==> config.mk <==
export PLATFORM = sky130hd
export DESIGN_NAME = pipeline_control_flat
export DESIGN_NICKNAME = d
export VERILOG_FILES = /design/src/rtl/cpu_types_pkg.sv /design/src/rtl/pipeline_control_if.sv /design/src/rtl/pipeline_control_sat_counter.sv /design/src/rtl/pipeline_control.sv /design/src/flat_wrapper.sv
export SDC_FILE = /design/constraint.sdc
export NUM_CORES = 1
export LEC_CHECK = 0
export BUFFER_PORTS_ARGS = -buffer_cell sky130_fd_sc_hd__buf_2
export CORE_MARGIN = 1.5
export CORE_UTILIZATION = 56
export DETAILED_ROUTE_END_ITERATION = 16
export GPL_ROUTABILITY_DRIVEN = 1
export PLACE_DENSITY = 0.84
export SYNTH_ARGS = -nofsm -noshare
export SYNTH_HDL_FRONTEND = slang
export SYNTH_SLANG_ARGS = --single-unit
export TNS_END_PERCENT = 20
==> constraint.sdc <==
create_clock -name CLK -period 5.1 [get_ports CLK]
set_input_delay 0.51 -clock CLK [delete_from_list [all_inputs] [get_ports CLK]]
set_output_delay 0.51 -clock CLK [all_outputs]
set_load 0.05 [all_outputs]
==> src/rtl/cpu_types_pkg.sv <==
// Shared CPU control types: pipeline-control FSM state, stage-control bundle,
// and the data-access-pending helper used by the control unit.
package cpu_types_pkg;

  localparam int STALL_CNT_W = 32;

  typedef enum logic [1:0] {
    RUN     = 2'd0,
    MEMWAIT = 2'd1,
    HALTED  = 2'd2
  } pctrl_state_t;

  typedef struct packed {
    logic pcEn;
    logic ifidEn;
    logic idexEn;
    logic exmemEn;
    logic memwbEn;
    logic ifidFlush;
    logic idexFlush;
    logic exmemFlush;
  } stageCtrl_t;

  // A MEM-stage access is outstanding until the cache answers with dhit.
  function automatic logic dataPending(input logic dREN, input logic dWEN,
                                       input logic dhit);
    return (dREN | dWEN) & ~dhit;
  endfunction

endpackage

==> src/rtl/pipeline_control_if.sv <==
// Handshake bundle between the datapath (master) and pipeline control (slave).
interface pipeline_control_if;
  import cpu_types_pkg::*;

  logic                   ihit;
  logic                   dhit;
  logic                   EXMEM_dREN;
  logic                   EXMEM_dWEN;
  logic [1:0]             StallLW;
  logic                   branch_taken;
  logic                   MEMWB_halt;
  logic                   pc_en;
  logic                   IFID_en;
  logic                   IDEX_en;
  logic                   EXMEM_en;
  logic                   MEMWB_en;
  logic                   IFID_flush;
  logic                   IDEX_flush;
  logic                   EXMEM_flush;
  logic                   halt;
  logic [STALL_CNT_W-1:0] stall_cnt;

  modport master (
    output ihit, dhit, EXMEM_dREN, EXMEM_dWEN, StallLW, branch_taken, MEMWB_halt,
    input  pc_en, IFID_en, IDEX_en, EXMEM_en, MEMWB_en,
           IFID_flush, IDEX_flush, EXMEM_flush, halt, stall_cnt
  );

  modport slave (
    input  ihit, dhit, EXMEM_dREN, EXMEM_dWEN, StallLW, branch_taken, MEMWB_halt,
    output pc_en, IFID_en, IDEX_en, EXMEM_en, MEMWB_en,
           IFID_flush, IDEX_flush, EXMEM_flush, halt, stall_cnt
  );
endinterface

==> src/rtl/pipeline_control_sat_counter.sv <==
// Saturating up-counter: counts enabled cycles and sticks at all-ones.
module sat_counter #(
  parameter int DATA_W = 32
) (
  input  logic              CLK,
  input  logic              nRST,
  input  logic              en,
  output logic [DATA_W-1:0] count
);

  logic [DATA_W-1:0] countQ;

  // Increment while enabled, holding once the maximum is reached
  always_ff @(posedge CLK or negedge nRST) begin
    if (!nRST) begin
      countQ <= '0;
    end else if (en && (countQ != '1)) begin
      countQ <= countQ + DATA_W'(1);
    end
  end

  assign count = countQ;

endmodule

==> src/rtl/pipeline_control.sv <==
// Pipeline control: per-stage advance/flush decode, memory-wait and halt FSM,
// post-branch fetch discard, and a frozen-PC cycle counter.
module pipeline_control
  import cpu_types_pkg::*;
(
  input logic               CLK,
  input logic               nRST,
  pipeline_control_if.slave bus
);

  pctrl_state_t           stateQ;
  logic                   haltQ;
  logic                   redirectQ;
  logic                   dPend;
  logic                   takeBranch;
  logic                   stallCntEn;
  stageCtrl_t             ctrl;
  logic [STALL_CNT_W-1:0] stallCnt;

  assign dPend = dataPending(bus.EXMEM_dREN, bus.EXMEM_dWEN, bus.dhit);

  // Decode this cycle's stage enables and bubble insertion from state and inputs
  always_comb begin
    ctrl       = '0;
    takeBranch = 1'b0;
    case (stateQ)
      RUN: begin
        if (bus.MEMWB_halt || dPend) begin
          ctrl = '0;
        end else if (bus.branch_taken) begin
          // Redirect squashes all three younger stages; this also absorbs
          // any load-use bubble requested in the same cycle.
          ctrl       = '{pcEn: 1'b1, ifidEn: 1'b1, idexEn: 1'b1, exmemEn: 1'b1,
                         memwbEn: 1'b1, ifidFlush: 1'b1, idexFlush: 1'b1,
                         exmemFlush: 1'b1};
          takeBranch = 1'b1;
        end else if (bus.StallLW != 2'b00) begin
          ctrl = '{pcEn: 1'b0, ifidEn: 1'b0, idexEn: 1'b1, exmemEn: 1'b1,
                   memwbEn: 1'b1, ifidFlush: 1'b0, idexFlush: 1'b1,
                   exmemFlush: 1'b0};
        end else if (!bus.ihit) begin
          ctrl = '{pcEn: 1'b0, ifidEn: 1'b1, idexEn: 1'b1, exmemEn: 1'b1,
                   memwbEn: 1'b1, ifidFlush: 1'b1, idexFlush: 1'b0,
                   exmemFlush: 1'b0};
        end else begin
          ctrl = '{pcEn: 1'b1, ifidEn: 1'b1, idexEn: 1'b1, exmemEn: 1'b1,
                   memwbEn: 1'b1, ifidFlush: 1'b0, idexFlush: 1'b0,
                   exmemFlush: 1'b0};
        end
      end
      MEMWAIT: begin
        // Once the data access lands, the whole pipe moves regardless of ihit.
        if (!bus.MEMWB_halt && !dPend) begin
          ctrl = '{pcEn: 1'b1, ifidEn: 1'b1, idexEn: 1'b1, exmemEn: 1'b1,
                   memwbEn: 1'b1, ifidFlush: 1'b0, idexFlush: 1'b0,
                   exmemFlush: 1'b0};
        end
      end
      default: ctrl = '0;
    endcase
    // A fetch issued before the redirect resolved is stale: never let it into IF/ID.
    if (redirectQ && ctrl.ifidEn) begin
      ctrl.ifidFlush = 1'b1;
    end
  end

  // Control FSM with registered halt and redirect-pending flag
  always_ff @(posedge CLK or negedge nRST) begin
    if (!nRST) begin
      stateQ    <= RUN;
      haltQ     <= 1'b0;
      redirectQ <= 1'b0;
    end else begin
      case (stateQ)
        RUN, MEMWAIT: begin
          if (bus.MEMWB_halt) begin
            stateQ <= HALTED;
            haltQ  <= 1'b1;
          end else if (dPend) begin
            stateQ <= MEMWAIT;
          end else begin
            stateQ <= RUN;
          end
          if (takeBranch && !bus.ihit) begin
            redirectQ <= 1'b1;
          end else if (bus.ihit) begin
            redirectQ <= 1'b0;
          end
        end
        default: begin
          stateQ <= HALTED;
          haltQ  <= 1'b1;
        end
      endcase
    end
  end

  assign stallCntEn = !ctrl.pcEn && (stateQ != HALTED);

  sat_counter #(.DATA_W(STALL_CNT_W)) uStallCnt (
    .CLK   (CLK),
    .nRST  (nRST),
    .en    (stallCntEn),
    .count (stallCnt)
  );

  assign bus.pc_en       = ctrl.pcEn;
  assign bus.IFID_en     = ctrl.ifidEn;
  assign bus.IDEX_en     = ctrl.idexEn;
  assign bus.EXMEM_en    = ctrl.exmemEn;
  assign bus.MEMWB_en    = ctrl.memwbEn;
  assign bus.IFID_flush  = ctrl.ifidFlush;
  assign bus.IDEX_flush  = ctrl.idexFlush;
  assign bus.EXMEM_flush = ctrl.exmemFlush;
  assign bus.halt        = haltQ;
  assign bus.stall_cnt   = stallCnt;

endmodule

==> src/flat_wrapper.sv <==
// flat-port wrapper written by rule: the top's interface ports become plain ports
module pipeline_control_flat import cpu_types_pkg::*;
  (CLK, nRST, bus_ihit, bus_dhit, bus_EXMEM_dREN, bus_EXMEM_dWEN, bus_StallLW, bus_branch_taken, bus_MEMWB_halt, bus_pc_en, bus_IFID_en, bus_IDEX_en, bus_EXMEM_en, bus_MEMWB_en, bus_IFID_flush, bus_IDEX_flush, bus_EXMEM_flush, bus_halt, bus_stall_cnt);
  pipeline_control_if bus_i ();
  input logic CLK;
  input logic nRST;
  input wire logic [$bits(bus_i.ihit)-1:0] bus_ihit;
  input wire logic [$bits(bus_i.dhit)-1:0] bus_dhit;
  input wire logic [$bits(bus_i.EXMEM_dREN)-1:0] bus_EXMEM_dREN;
  input wire logic [$bits(bus_i.EXMEM_dWEN)-1:0] bus_EXMEM_dWEN;
  input wire logic [$bits(bus_i.StallLW)-1:0] bus_StallLW;
  input wire logic [$bits(bus_i.branch_taken)-1:0] bus_branch_taken;
  input wire logic [$bits(bus_i.MEMWB_halt)-1:0] bus_MEMWB_halt;
  output wire logic [$bits(bus_i.pc_en)-1:0] bus_pc_en;
  output wire logic [$bits(bus_i.IFID_en)-1:0] bus_IFID_en;
  output wire logic [$bits(bus_i.IDEX_en)-1:0] bus_IDEX_en;
  output wire logic [$bits(bus_i.EXMEM_en)-1:0] bus_EXMEM_en;
  output wire logic [$bits(bus_i.MEMWB_en)-1:0] bus_MEMWB_en;
  output wire logic [$bits(bus_i.IFID_flush)-1:0] bus_IFID_flush;
  output wire logic [$bits(bus_i.IDEX_flush)-1:0] bus_IDEX_flush;
  output wire logic [$bits(bus_i.EXMEM_flush)-1:0] bus_EXMEM_flush;
  output wire logic [$bits(bus_i.halt)-1:0] bus_halt;
  output wire logic [$bits(bus_i.stall_cnt)-1:0] bus_stall_cnt;
  assign bus_i.ihit = bus_ihit;
  assign bus_i.dhit = bus_dhit;
  assign bus_i.EXMEM_dREN = bus_EXMEM_dREN;
  assign bus_i.EXMEM_dWEN = bus_EXMEM_dWEN;
  assign bus_i.StallLW = bus_StallLW;
  assign bus_i.branch_taken = bus_branch_taken;
  assign bus_i.MEMWB_halt = bus_MEMWB_halt;
  assign bus_pc_en = bus_i.pc_en;
  assign bus_IFID_en = bus_i.IFID_en;
  assign bus_IDEX_en = bus_i.IDEX_en;
  assign bus_EXMEM_en = bus_i.EXMEM_en;
  assign bus_MEMWB_en = bus_i.MEMWB_en;
  assign bus_IFID_flush = bus_i.IFID_flush;
  assign bus_IDEX_flush = bus_i.IDEX_flush;
  assign bus_EXMEM_flush = bus_i.EXMEM_flush;
  assign bus_halt = bus_i.halt;
  assign bus_stall_cnt = bus_i.stall_cnt;
  pipeline_control u_core (.CLK(CLK), .nRST(nRST), .bus(bus_i));
endmodule
==> metrics.csv <==
stage;metric;value;unit
run_status;status;completed;
routing;DR pass1 iterations;4;
worst_setup_path;Critical Path End Type;flip-flop;
floorplanning;DIE AREA;3712;um2
clock_tree;Max Root-Sink Buffers;2;
timing;Min Clock Period, post-route;2509;ps
clock_tree;CTS resizes;0;
job;maxcap violations;0;
logic_synthesis;synthesized area per cell;10.50;um2
routing;ANT nets after route;0;
place;Buffers on Ports;50;
floorplanning;die height;60.93;um
pwr;Pwr per Cell Area;215.3;nW/um2
global_routing;grt total ovfl;0;
routing;top routing layer used;met4;
place;Post-DP HPWL;2.781;mm
logic_synthesis;post-synthesis cell count;179;
worst_setup_path;Worst Path Required;5320;ps
logic_synthesis;largest cells by area after synthesis;dfrtp_1, xor2_1, nand4_1;
logic_synthesis;Mapped Nets;190;
routing;WL final;3.619;mm
routing;WL per Instance;13.21;um
timing;worst clock skew;11.64;ps
routing;vias;1509;
layout;Final Util;70.20;%
place;DP Area;2150;um2
logic_synthesis;number of enable flip-flop cells after synthesis;0;
logic_synthesis;Post-synth top flop;dfrtp_1;
logic_synthesis;Seq/Total Area, Yosys;47.94;%
pwr;Design Power;472.9;uW
routing;met1 wire length;1.662;mm
layout;Fillers;234;
worst_hold_path;Hold WC Path Type;in2async;
worst_setup_path;CP startpoint kind;flip-flop;
worst_setup_path;worst-path cell chain;ha_1 > nand3_1 > or2_1 > nor4_4 > nor2_1 > mux2_1;
logic_synthesis;Yosys top cell area share;47.94;%
global_routing;first-pass GRT wire length;6.044;mm
worst_setup_path;Critical-path top delay cell;nor4_4;
worst_setup_path;max incr delay on CP;750;ps
floorplanning;I/O pin count;51;
logic_synthesis;area leader, netlist;dfrtp_1;
global_routing;largest net degree at the start of global routing;37;
worst_setup_path;Data arrival, critical path;2730;ps
pwr;worst vdd ir;0.1892;mV
pwr;Pleak;1.149;nW
layout;n_diodes;0;
clock_tree;Worst-path clk slew;100;ps
floorplanning;number of core rows;20;
logic_synthesis;dominant cell by count in the synthesized netlist;dfrtp_1;
place;final estimated routing congestion in global placement;0.8365;
global_routing;initial antenna violation count;0;
layout;fin area;2196;um2
timing;unrepaired setup endpoints after global routing;no;
worst_setup_path;internal reg-to-reg setup slack;2590;ps
worst_setup_path;reg-to-reg startpoint;u_core.uStallCnt.count[0]$_DFFE_PN0P_;
worst_setup_path;CP Max Fanout;15;
layout;nets@finish;241;
routing;met3 wire length;171;um
layout;area grow syn2layout;16.84;%
timing;Setup Viol. Count Final;0;
logic_synthesis;Mapped Area;1879;um2
global_routing;overall fraction of global-route tracks in use;22.52;%
floorplanning;Initial Utilization;60.08;%
clock_tree;total CTS buffers;5;
worst_setup_path;critical path type;reg2reg;
layout;register area;900.9;um2
timing;final critical-path share of the clock period;49.20;%
layout;share of cells above drive strength 1;28.26;%
routing;metal2 WL;1.712;mm
layout;multi-input logic area;917.1;um2
clock_tree;CTS tree;yes;
worst_setup_path;crit path capture;u_core.uStallCnt.count[1]$_DFFE_PN0P_;
timing;minimum hold slack;238.5;ps
clock_tree;Post-CTS Hold Buffers;0;
worst_setup_path;r2r endpoint;u_core.uStallCnt.count[1]$_DFFE_PN0P_;
logic_synthesis;Yosys warnings;0;
worst_setup_path;worst setup path startpoint;u_core.uStallCnt.count[0]$_DFFE_PN0P_;
logic_synthesis;number of synthesized register bits;36;
clock_tree;clk_lat worst skew;330;ps
floorplanning;Die X;60.93;um
timing;Worst Tran Pin Value;784.4;ps
routing;Residual DRC;0;
worst_setup_path;reg2reg path depth;6;
clock_tree;Clock Tree Root;clkbuf_4;
clock_tree;post-CTS repair timing setup buffer count;0;
timing;Rel. slew slack;47.32;%
logic_synthesis;Async SR Flop Fraction;100.0;%
timing;f_max;0.3985;GHz
timing;final hold vios;0;
floorplanning;core area;3128;um2
clock_tree;H-tree depth;2;
timing;Sum Neg Setup Slack;0;ps
global_routing;number of global-route vias before repair;1352;
routing;via/cell ratio;5.507;
logic_synthesis;Yosys cell types;41;
clock_tree;clock sinks;36;
timing;Slew Limit Fails;0;
logic_synthesis;top post-synthesis cells by count;dfrtp_1, xor2_1, nand4_1;
routing;DRT iter0 DRCs;57;
==> kinds of logic (layout without fill, tap and decap cells) <==
| kind of cell | count (synthesis) | in the layout | share of synthesized area, % |
|---|---|---|---|
| flip-flops | 36 | 36 | 47.94 |
| buffers and inverters | 13 | 64 | 3.262 |
| adder cells (fa/ha/maj) | 1 | 1 | 0.6657 |
| AND/OR/NAND/NOR | 88 | 88 | 27.96 |
| AO/OA/AOI/OAI | 9 | 9 | 4.994 |
| XOR/XNOR | 30 | 30 | 13.98 |
| multiplexers | 2 | 2 | 1.198 |
==> placed cells by master (no fill, tap or decap), types with 4 or more instances in the layout <==
master,Yosys,final
inv_1,6,6
xnor2_1,9,9
clkbuf_4,0,5
dfrtp_1,36,36
nand3_1,9,9
nand2_1,10,10
nor2_1,12,12
buf_2,1,50
nor3_1,13,13
and3_1,4,4
xor2_1,21,21
nand4_1,14,14
==> worst max-delay path: cells and delay by family (launching register included) <==
family	cells	cell delay, ps
AND/OR/NAND/NOR	4	1440
flip-flops	1	430
adder cells (fa/ha/maj)	1	180
multiplexers	1	350
==> worst min path at each step <==
stage	endpoint	startpoint	depth (start not counted)
5_1_grt	u_core.uStallCnt.count[14]$_DFFE_PN0P_	nRST	1
6_report	u_core.uStallCnt.count[12]$_DFFE_PN0P_	nRST	1
2_1_floorplan	u_core.bus.halt$_DFFE_PN0P_	nRST	0
4_1_cts	u_core.uStallCnt.count[10]$_DFFE_PN0P_	nRST	1
3_5_place_dp	u_core.bus.halt$_DFFE_PN0P_	u_core.bus.halt$_DFFE_PN0P_	1
3_3_place_gp	u_core.bus.halt$_DFFE_PN0P_	u_core.bus.halt$_DFFE_PN0P_	1
==> flip-flops by register name, summed over array words and instances (netlist names) <==
signal                  cells
u_core.uStallCnt.count     32
u_core.bus.halt             1
u_core.stateQ               2
u_core.redirectQ            1
==> where the power goes <==
group	internal (mW)	switching, mW
sequential	0.291	0.00710
combinational	0.0114	0.0312
clock	0.0507	0.0817
==> through the flow <==
stage / cells / setup slack, ps
floorplan: 179 / 2507
global placement: 267 / 2698
detailed placement: 267 / 2599
CTS: 274 / 2580
global route: 274 / 2439
finish: 274 / 2591
==> per-layer routing <==
layer	vias to the layer above	track usage [%]
met3	6	7.676
met2	41	35.64
li1	740	-
met5	-	0
met4	0	8.385
met1	722	28.77
==> cell type report <==
cell class,instances,share of cell area [%]
Clock inverter,1,0.2279
Sequential cell,36,41.03
Inverter,7,1.197
Multi-Input combinational cell,130,41.77
Tap cell,44,2.507
Clock buffer,6,1.880
Timing Repair Buffer,50,11.40
(Power assumes the default switching activity.)
